==> config.mk <==
export PLATFORM = sky130hd
export DESIGN_NAME = bounce_gen
export DESIGN_NICKNAME = d
export VERILOG_FILES = /design/src/rtl/bounce_gen_pkg.sv /design/src/rtl/bounce_gen_lfsr8.sv /design/src/rtl/bounce_gen.sv
export SDC_FILE = /design/constraint.sdc
export NUM_CORES = 1
export LEC_CHECK = 0
export ABC_AREA = 0
export CAP_MARGIN = 20
export CORE_MARGIN = 2
export CORE_UTILIZATION = 45
export DETAILED_ROUTE_END_ITERATION = 7
export DONT_BUFFER_PORTS = 1
export PLACE_DENSITY_LB_ADDON = 0.08
export SLEW_MARGIN = 5
export SYNTH_ARGS = -nofsm -noshare
export SYNTH_HDL_FRONTEND = slang
export SYNTH_SLANG_ARGS = --single-unit
==> constraint.sdc <==
create_clock -name clk -period 3.95 [get_ports clk]
set_input_delay 0.5925 -clock clk [delete_from_list [all_inputs] [get_ports clk]]
set_output_delay 0.5925 -clock clk [all_outputs]
set_load 0.03 [all_outputs]
==> src/rtl/bounce_gen_pkg.sv <==
// -----------------------------------------------------------------------------
// bounce_pkg
// Shared definitions for the switch-bounce emulator:
//   - state_e      : FSM state encoding (IDLE / BOUNCE / SETTLE)
//   - LFSR_W       : width of the pseudo-random source
//   - TAP_*        : Fibonacci feedback taps (7,5,4,3)
//   - lfsr_next()  : one shift-left step of the LFSR
//   - clamp_pairs(): bounce-pair count limited to the configured maximum
// -----------------------------------------------------------------------------
package bounce_pkg;

  typedef enum logic [1:0] {
    IDLE   = 2'd0,
    BOUNCE = 2'd1,
    SETTLE = 2'd2
  } state_e;

  localparam int LFSR_W = 8;

  localparam int TAP_A = 7;
  localparam int TAP_B = 5;
  localparam int TAP_C = 4;
  localparam int TAP_D = 3;

  // Shift left; the feedback bit enters at bit 0.
  function automatic logic [LFSR_W-1:0] lfsr_next(input logic [LFSR_W-1:0] q);
    return {q[LFSR_W-2:0], q[TAP_A] ^ q[TAP_B] ^ q[TAP_C] ^ q[TAP_D]};
  endfunction

  function automatic logic [2:0] clamp_pairs(input logic [2:0] raw,
                                             input logic [2:0] max_pairs);
    return (raw > max_pairs) ? max_pairs : raw;
  endfunction

endpackage

==> src/rtl/bounce_gen_lfsr8.sv <==
// -----------------------------------------------------------------------------
// lfsr8
// 8-bit Fibonacci LFSR (taps 7,5,4,3) that advances only when en is high.
// Maximal-length taps: starting from a nonzero SEED it never reaches zero.
// Ports:
//   clk  in   system clock
//   rst  in   asynchronous active-high reset, loads SEED
//   en   in   advance strobe (the bounce tick)
//   q    out  current LFSR value
// -----------------------------------------------------------------------------
module lfsr8
  import bounce_pkg::*;
#(
  parameter logic [LFSR_W-1:0] SEED = 8'hA5
) (
  input  logic              clk,
  input  logic              rst,
  input  logic              en,
  output logic [LFSR_W-1:0] q
);

  logic [LFSR_W-1:0] lfsr_q;

  // NOTE: sequential state uses non-blocking assignments so every flop samples
  // pre-edge values regardless of block ordering.
  always_ff @(posedge clk or posedge rst) begin
    if (rst) begin
      lfsr_q <= SEED;
    end else if (en) begin
      lfsr_q <= lfsr_next(lfsr_q);
    end
  end

  assign q = lfsr_q;

endmodule

==> src/rtl/bounce_gen.sv <==
// -----------------------------------------------------------------------------
// bounce_gen
// Switch-bounce emulator: turns a clean level command into a deterministic,
// pseudo-random bouncing waveform that settles at the commanded level.
// Bounce timing is paced by the same tick strobe used by the debouncer.
//
// Parameters:
//   MAX_BOUNCES  (0..7)   maximum bounce pairs per edge
//   SETTLE_TICKS (1..255) ticks noisy_out is held stable before done
//   LFSR_SEED    (!=0)    LFSR reset value
// Ports:
//   clk        in   system clock
//   rst        in   asynchronous active-high reset (aborts any sequence)
//   tick       in   single-clk pacing strobe
//   clean_in   in   commanded level
//   noisy_out  out  emulated bouncing switch output (registered)
//   busy       out  high while a bounce/settle sequence runs (registered)
//   done       out  one-clk pulse when a sequence completes (registered)
//   edge_cnt   out  [15:0] saturating count of noisy_out transitions
//                   (present only when BOUNCE_GEN_STATS_EN is defined)
// -----------------------------------------------------------------------------
module bounce_gen
  import bounce_pkg::*;
#(
  parameter int                MAX_BOUNCES  = 7,
  parameter int                SETTLE_TICKS = 4,
  parameter logic [LFSR_W-1:0] LFSR_SEED    = 8'hA5
) (
  input  logic        clk,
  input  logic        rst,
  input  logic        tick,
  input  logic        clean_in,
  output logic        noisy_out,
  output logic        busy,
  output logic        done
`ifdef BOUNCE_GEN_STATS_EN
  ,
  output logic [15:0] edge_cnt
`endif
);

  localparam logic [2:0] MAX_PAIRS   = 3'(MAX_BOUNCES);
  localparam logic [7:0] SETTLE_LAST = 8'(SETTLE_TICKS - 1);

  state_e            state_q;
  logic              lvl_q;      // level of the last completed sequence
  logic              tgt_q;      // level the running sequence settles at
  logic [3:0]        rem_q;      // toggles still to emit (always even on entry)
  logic [7:0]        scnt_q;     // settle ticks elapsed
  logic              noisy_q;
  logic              busy_q;
  logic              done_q;

  logic [LFSR_W-1:0] lfsr_q;
  logic [2:0]        pairs;
  logic              unused_lfsr_hi;

  lfsr8 #(
    .SEED (LFSR_SEED)
  ) u_lfsr (
    .clk (clk),
    .rst (rst),
    .en  (tick),
    .q   (lfsr_q)
  );

  // Only the low bits steer the bounce pattern.
  assign pairs          = clamp_pairs(lfsr_q[2:0], MAX_PAIRS);
  assign unused_lfsr_hi = ^lfsr_q[LFSR_W-1:3];

  always_ff @(posedge clk or posedge rst) begin
    if (rst) begin
      state_q <= IDLE;
      lvl_q   <= 1'b0;
      tgt_q   <= 1'b0;
      rem_q   <= 4'd0;
      scnt_q  <= 8'd0;
      noisy_q <= 1'b0;
      busy_q  <= 1'b0;
      done_q  <= 1'b0;
    end else begin
      done_q <= 1'b0;
      case (state_q)
        IDLE: begin
          // No tick needed: the initial edge follows the command immediately.
          if (clean_in != lvl_q) begin
            tgt_q   <= clean_in;
            noisy_q <= clean_in;
            rem_q   <= {pairs, 1'b0};
            busy_q  <= 1'b1;
            scnt_q  <= 8'd0;
            state_q <= (pairs != 3'd0) ? BOUNCE : SETTLE;
          end
        end

        BOUNCE: begin
          // lfsr_q is the pre-advance value on this edge.
          if (tick && lfsr_q[0]) begin
            noisy_q <= ~noisy_q;
            rem_q   <= rem_q - 4'd1;
            if (rem_q == 4'd1) begin
              scnt_q  <= 8'd0;
              state_q <= SETTLE;
            end
          end
        end

        SETTLE: begin
          if (tick) begin
            if (scnt_q == SETTLE_LAST) begin
              done_q  <= 1'b1;
              busy_q  <= 1'b0;
              lvl_q   <= tgt_q;
              state_q <= IDLE;
            end else begin
              scnt_q <= scnt_q + 8'd1;
            end
          end
        end

        default: state_q <= IDLE;
      endcase
    end
  end

  assign noisy_out = noisy_q;
  assign busy      = busy_q;
  assign done      = done_q;

`ifdef BOUNCE_GEN_STATS_EN
  // Transitions are detected one clk late against a delayed copy of noisy_q;
  // both copies reset to 0 so a reset never registers as an edge.
  logic        noisy_prev_q;
  logic [15:0] edge_cnt_q;
  logic [15:0] edge_cnt_d;

  always_comb begin
    // NOTE: default assignment first keeps this block free of inferred latches.
    edge_cnt_d = edge_cnt_q;
    if ((noisy_prev_q != noisy_q) && (edge_cnt_q != 16'hFFFF)) begin
      edge_cnt_d = edge_cnt_q + 16'd1;
    end
  end

  always_ff @(posedge clk or posedge rst) begin
    if (rst) begin
      noisy_prev_q <= 1'b0;
      edge_cnt_q   <= 16'd0;
    end else begin
      noisy_prev_q <= noisy_q;
      edge_cnt_q   <= edge_cnt_d;
    end
  end

  assign edge_cnt = edge_cnt_q;
`endif

endmodule

==> Yosys cells after proc, flatten, opt, wreduce, memory -nomap -nowiden <==
Index checks and enable logic that the tools add are counted.
{ "word_totals": {"register_bits": 27, "in_bits": 4, "out_inout_bits": 3, "elab_cells": 66} }
{ "classes": {"add_sub_neg": 2, "n_lt_le_gt_ge": 1, "eq_ne": 11, "muxes": 27, "n_bitwise": 4, "reduce_logical": 12} }
{ "ops": {"columns": ["op", "n"], "rows": [
  ["two-way mux 8 bit", 5],
  ["case mux 8 bit (3 select lines)", 1],
  ["two-way mux 2 bit", 6],
  ["!= test 2 bit, second input constant", 6],
  ["adder 8 x 1 -> 8 bit, second input constant", 1],
  ["== test 8 x 2 -> 1 bit, second input constant", 1],
  ["two-way mux 1 bit", 8],
  ["two-way mux 4 bit", 2],
  ["case mux 4 bit (2 select lines)", 1],
  ["case mux 2 bit (3 select lines)", 1],
  ["AND reduction 3 bit", 2],
  ["AND reduction 6 bit", 1],
  ["nonzero test 3 bit", 2],
  ["AND reduction 5 bit", 1],
  ["== test 4 x 1 -> 1 bit, second input constant", 1],
  ["case mux 1 bit (2 select lines)", 2],
  ["AND reduction 4 bit", 1],
  ["nonzero test 2 bit", 2],
  ["subtractor 4 x 1 -> 4 bit, second input constant", 1],
  ["> comparator 3 bit, second input constant", 1],
  ["two-way mux 3 bit", 1],
  ["XOR 1 bit", 3],
  ["== test 2 x 1 -> 1 bit, second input constant", 1],
  ["== test 2 bit, second input constant", 1],
  ["other kinds (5)", 5]
]} }

==> Logic depth before layout (Yosys ltp) <==
{ "logic_depth": {"word_depth": 6, "mapped_depth": 7, "depth_no_buf": 6} }

==> Hierarchy <==
A second synthesis with hierarchy kept.
{ "unflattened": {"hier_cells": 151, "hier_area_um2": 1443.9} }
{ "modules_own_cells": {"columns": ["mod", "instances", "cells_per_inst", "area_per_inst_um2", "seq_area_each_um2"], "rows": [
  ["bounce_gen", 1, 129, 1116.1, 475.5],
  ["lfsr8", 1, 22, 327.8, 205.2]
]} }

==> Least setup slack after synthesis <==
Ideal clock, no wire load.
{ "synth_path": {"kind": "register to register", "start": "register scnt_q[5]", "end": "register scnt_q[1]", "setup_ps": 79, "t_arrival_ps": 1767, "required_time_ps": 3871, "slack_ps": 2104, "path_stages_with_launch": 6, "n_path_buf": 1, "period_less_slack_ps": 1846, "path_cell_list": "dfrtp_1 -> or4_4 -> o311ai_4 -> o311a_1 -> buf_6 -> mux2i_1"} }
{ "synth_via": {"elab_chain_cells": 3} }
{ "synth_lines": {"columns": ["element", "line_no", "source"], "rows": [
  ["from (decl)", "bounce_gen.sv:49", "logic [7:0] scnt_q;"],
  ["from (signal assigned)", "bounce_gen.sv:116", "scnt_q <= scnt_q + 8'd1;"],
  ["== test 8 x 2 -> 1 bit", "bounce_gen.sv:110", "if (scnt_q == SETTLE_LAST) begin"],
  ["!= test 2 bit (no line)", null, null],
  ["AND reduction 6 bit (no line)", null, null]
]} }
No other way between the ends.
A chain may end at the register's enable or synchronous reset.

==> Worst setup path after layout <==
Ends and elaborated chain as after synthesis.

==> metrics.cfg <==
[flow_run]
drv_cap = 0

[synthesis]
syn_inst = 138
syn_area_sq_um = 1410
synth_edf_count = 0
ys_ff_latch = 27
avgSynthCellArea_sq_um = 10.2
synthesis.nets = 145
synth-async-reset-ratio_pct = 100
yosysSeqAreaShare_pct = 48.2
yosysUniqueCellTypes = 41
ys.flop_type = dfrtp_1
synth_warnings = 0

[floorplanning]
core_area_sq_um = 3030
chipHeight_um = 60.0
die_area_sq_um = 3600
die_w_um = 60.0
start_util_pct = 46.6
rows = 20
io-pin-count = 7

[global_route]
grt_first_pass_wirelength_um = 4370
grt_max_degree = 28
grt_antenna_before_repair = 0
grt_usage_pct = 16.1
grt_pass1_vias = 993
grt_remaining_overflow = 0

[drt]
first_pass_iters = 4
wl_per_cell_um = 12.9
drtAntennaViolNets = 0
drt-initial-drc-count = 56
drt_wl_total_um = 2330
viasPerCell = 5.38
via_count = 973
drc = 0

[timing]
final.period_utilization_pct = 53.5
setup_viol = 0
fin_crit_ns = 2.11
timing.fmax_ghz = 0.473
worstMarginPinSlew_ns = 0.649
timing.setup.tns_ns = 0
fin_skew_ns = 0.00179
whs_ns = 0.0876
drv_slew = 0
rsz0062_at_grt = no
slew_headroom_pct = 56.6
hold_viol_final = 0

[critical_path]
path_class = register to register
critPathArrivalTime_ns = 2.36
critPathBufInv = 0
critPathMaxStageDelay_ns = 0.57
critPathMaxFanout = 8
worstPathCellList = or4_4 > o311ai_4 > o311a_1 > mux2i_1
critPathLaunchType = register
worstPathRequired_ns = 4.20
cp_top_family = compound AO/OA/AOI/OAI gates
cpMaxStageDelayCell = or4_4
end_kind = register

[pwr]
power_mw = 0.978
power_density_nw_per_um2 = 656
ir_drop_mv = 0.255
p_leak_nw = 0.643

[cts]
clk-insertion-delay-late_ns = 0.31
cts.clk_slew.worst_paths_ns = 0.14
numCtsBuffers = 3
clockRootBuffer = clkbuf_4
cts_resized = 0
cts_tree = done
cts_hold_buf = 0
clkSinkCount = 27
clockBufferDepth = 2
htreeDepth = 1
post_cts_buffers = 0

[run_status]
status = completed

[layout]
fin_nets = 145
n_antenna_cell = 0
finalCoreUtilization_pct = 49.2
drive_gt1_share_pct = 15.3
areaGrowthSynthToFinish_pct = 5.59
finish.instance_area_sq_um = 1490

[placement]
place.port_buffers = 0
post-dp-hpwl_um = 1640
place.gp.congestion = 0.846
placed_cell_area_sq_um = 1440

[worst_hold_path]
hold_path.class = primary input to async pin

metrics by stage:
stage / std cells / setup slack (ns)
5_1_grt: 181 / 1.71
4_1_cts: 180 / 1.83
3_3_place_gp: 176 / 1.92
2_1_floorplan: 138 / 2.10
6_report: 181 / 1.84
3_5_place_dp: 176 / 1.86
worst reg2reg max path, cell delays in order (launching register included):
cell	delay (ns)
dfrtp_1	0.45
or4_4	0.57
o311ai_4	0.36
o311a_1	0.45
mux2i_1	0.22
power by group:
part | internal, mW | switching [mW] | leakage (nW)
Combinational | 0.180 | 0.187 | 0.296
Sequential | 0.383 | 0.112 | 0.329
Clock | 0.0379 | 0.0781 | 0.0177
worst paths after layout:
kind	from	endpoint	slack (ns)	cells past startpoint
worst max-delay path	scnt_q[5]	scnt_q[1]	1.84	4
worst min-delay path	rst	scnt_q[4]	0.09	1
worst max register to register	scnt_q[5]	scnt_q[1]	1.84	4
worst min register to register	u_lfsr.q[6]	u_lfsr.q[7]	0.52	1
max in group asynchronous	rst	u_lfsr.q[2]	3.38	2
min in group clk	tick	u_lfsr.q[0]	0.31	1
layout by cell type (no fill, tap or decap), types with 6 or more instances in the layout:
cell type / instances
nor2_1: 11
mux2_2: 7
inv_1: 7
nand2_1: 13
a21oi_1: 6
dfrtp_1: 23
o21ai_0: 7
nor3_1: 7
registers in the layout (all words and copies together) (netlist names):
register   cells
scnt_q         8
u_lfsr.q       8
rem_q          4
state_q        2
busy           1
done           1
lvl_q          1
noisy_out      1
tgt_q          1
per-layer routing:
metal / vias to the layer above / GRT usage [%] / share of wire (%)
li1: 492 / - / -
met2: 10 / 25.5 / 48
met1: 469 / 21.9 / 49
met4: 0 / 6.67 / 0.90
met5: - / 0 / 0
met3: 2 / 2.60 / 2.0
area by class of cell:
class,instances,area [sq um]
Clock buffer,3,22.5
Clock inverter,1,5.00
Multi-Input combinational cell,98,673
Tap cell,44,55.1
Inverter,7,26.3
Timing Repair Buffer,1,27.5
Fill cell,289,1540
Sequential cell,27,681
Yosys cell counts, drive strengths merged (2+ instances only):
| cell | count | area [sq um] |
|---|---|---|
| mux2 | 8 | 90.1 |
| dfstp | 4 | 105 |
| o22a | 4 | 35.0 |
| nor3 | 7 | 35.0 |
| buf | 2 | 16.3 |
| nand2 | 13 | 48.8 |
| mux2i | 3 | 30.0 |
| clkbuf | 4 | 15.0 |
| a21oi | 6 | 30.0 |
| dfrtp | 23 | 576 |
| a22o | 2 | 17.5 |
| a21o | 3 | 22.5 |
| xnor2 | 3 | 26.3 |
| inv | 7 | 26.3 |
| ha | 3 | 37.5 |
| nand3 | 4 | 20.0 |
| nand2b | 3 | 18.8 |
| o21ai | 7 | 35.0 |
| nor2 | 11 | 41.3 |
| o2bb2ai | 2 | 17.5 |
logic make-up (layout without fill, tap and decap cells):
family	count (synthesis)	count (layout)	share of synthesized area, %
flops	27	27	48.2
xor+xnor	4	4	2.48
mux	11	11	8.51
fa+ha+maj	3	3	2.66
buf+inv	13	12	4.08
simple gates	48	48	16.8
compound gates	32	32	17.2
No activity file was read; power rests on OpenSTA's default activity.
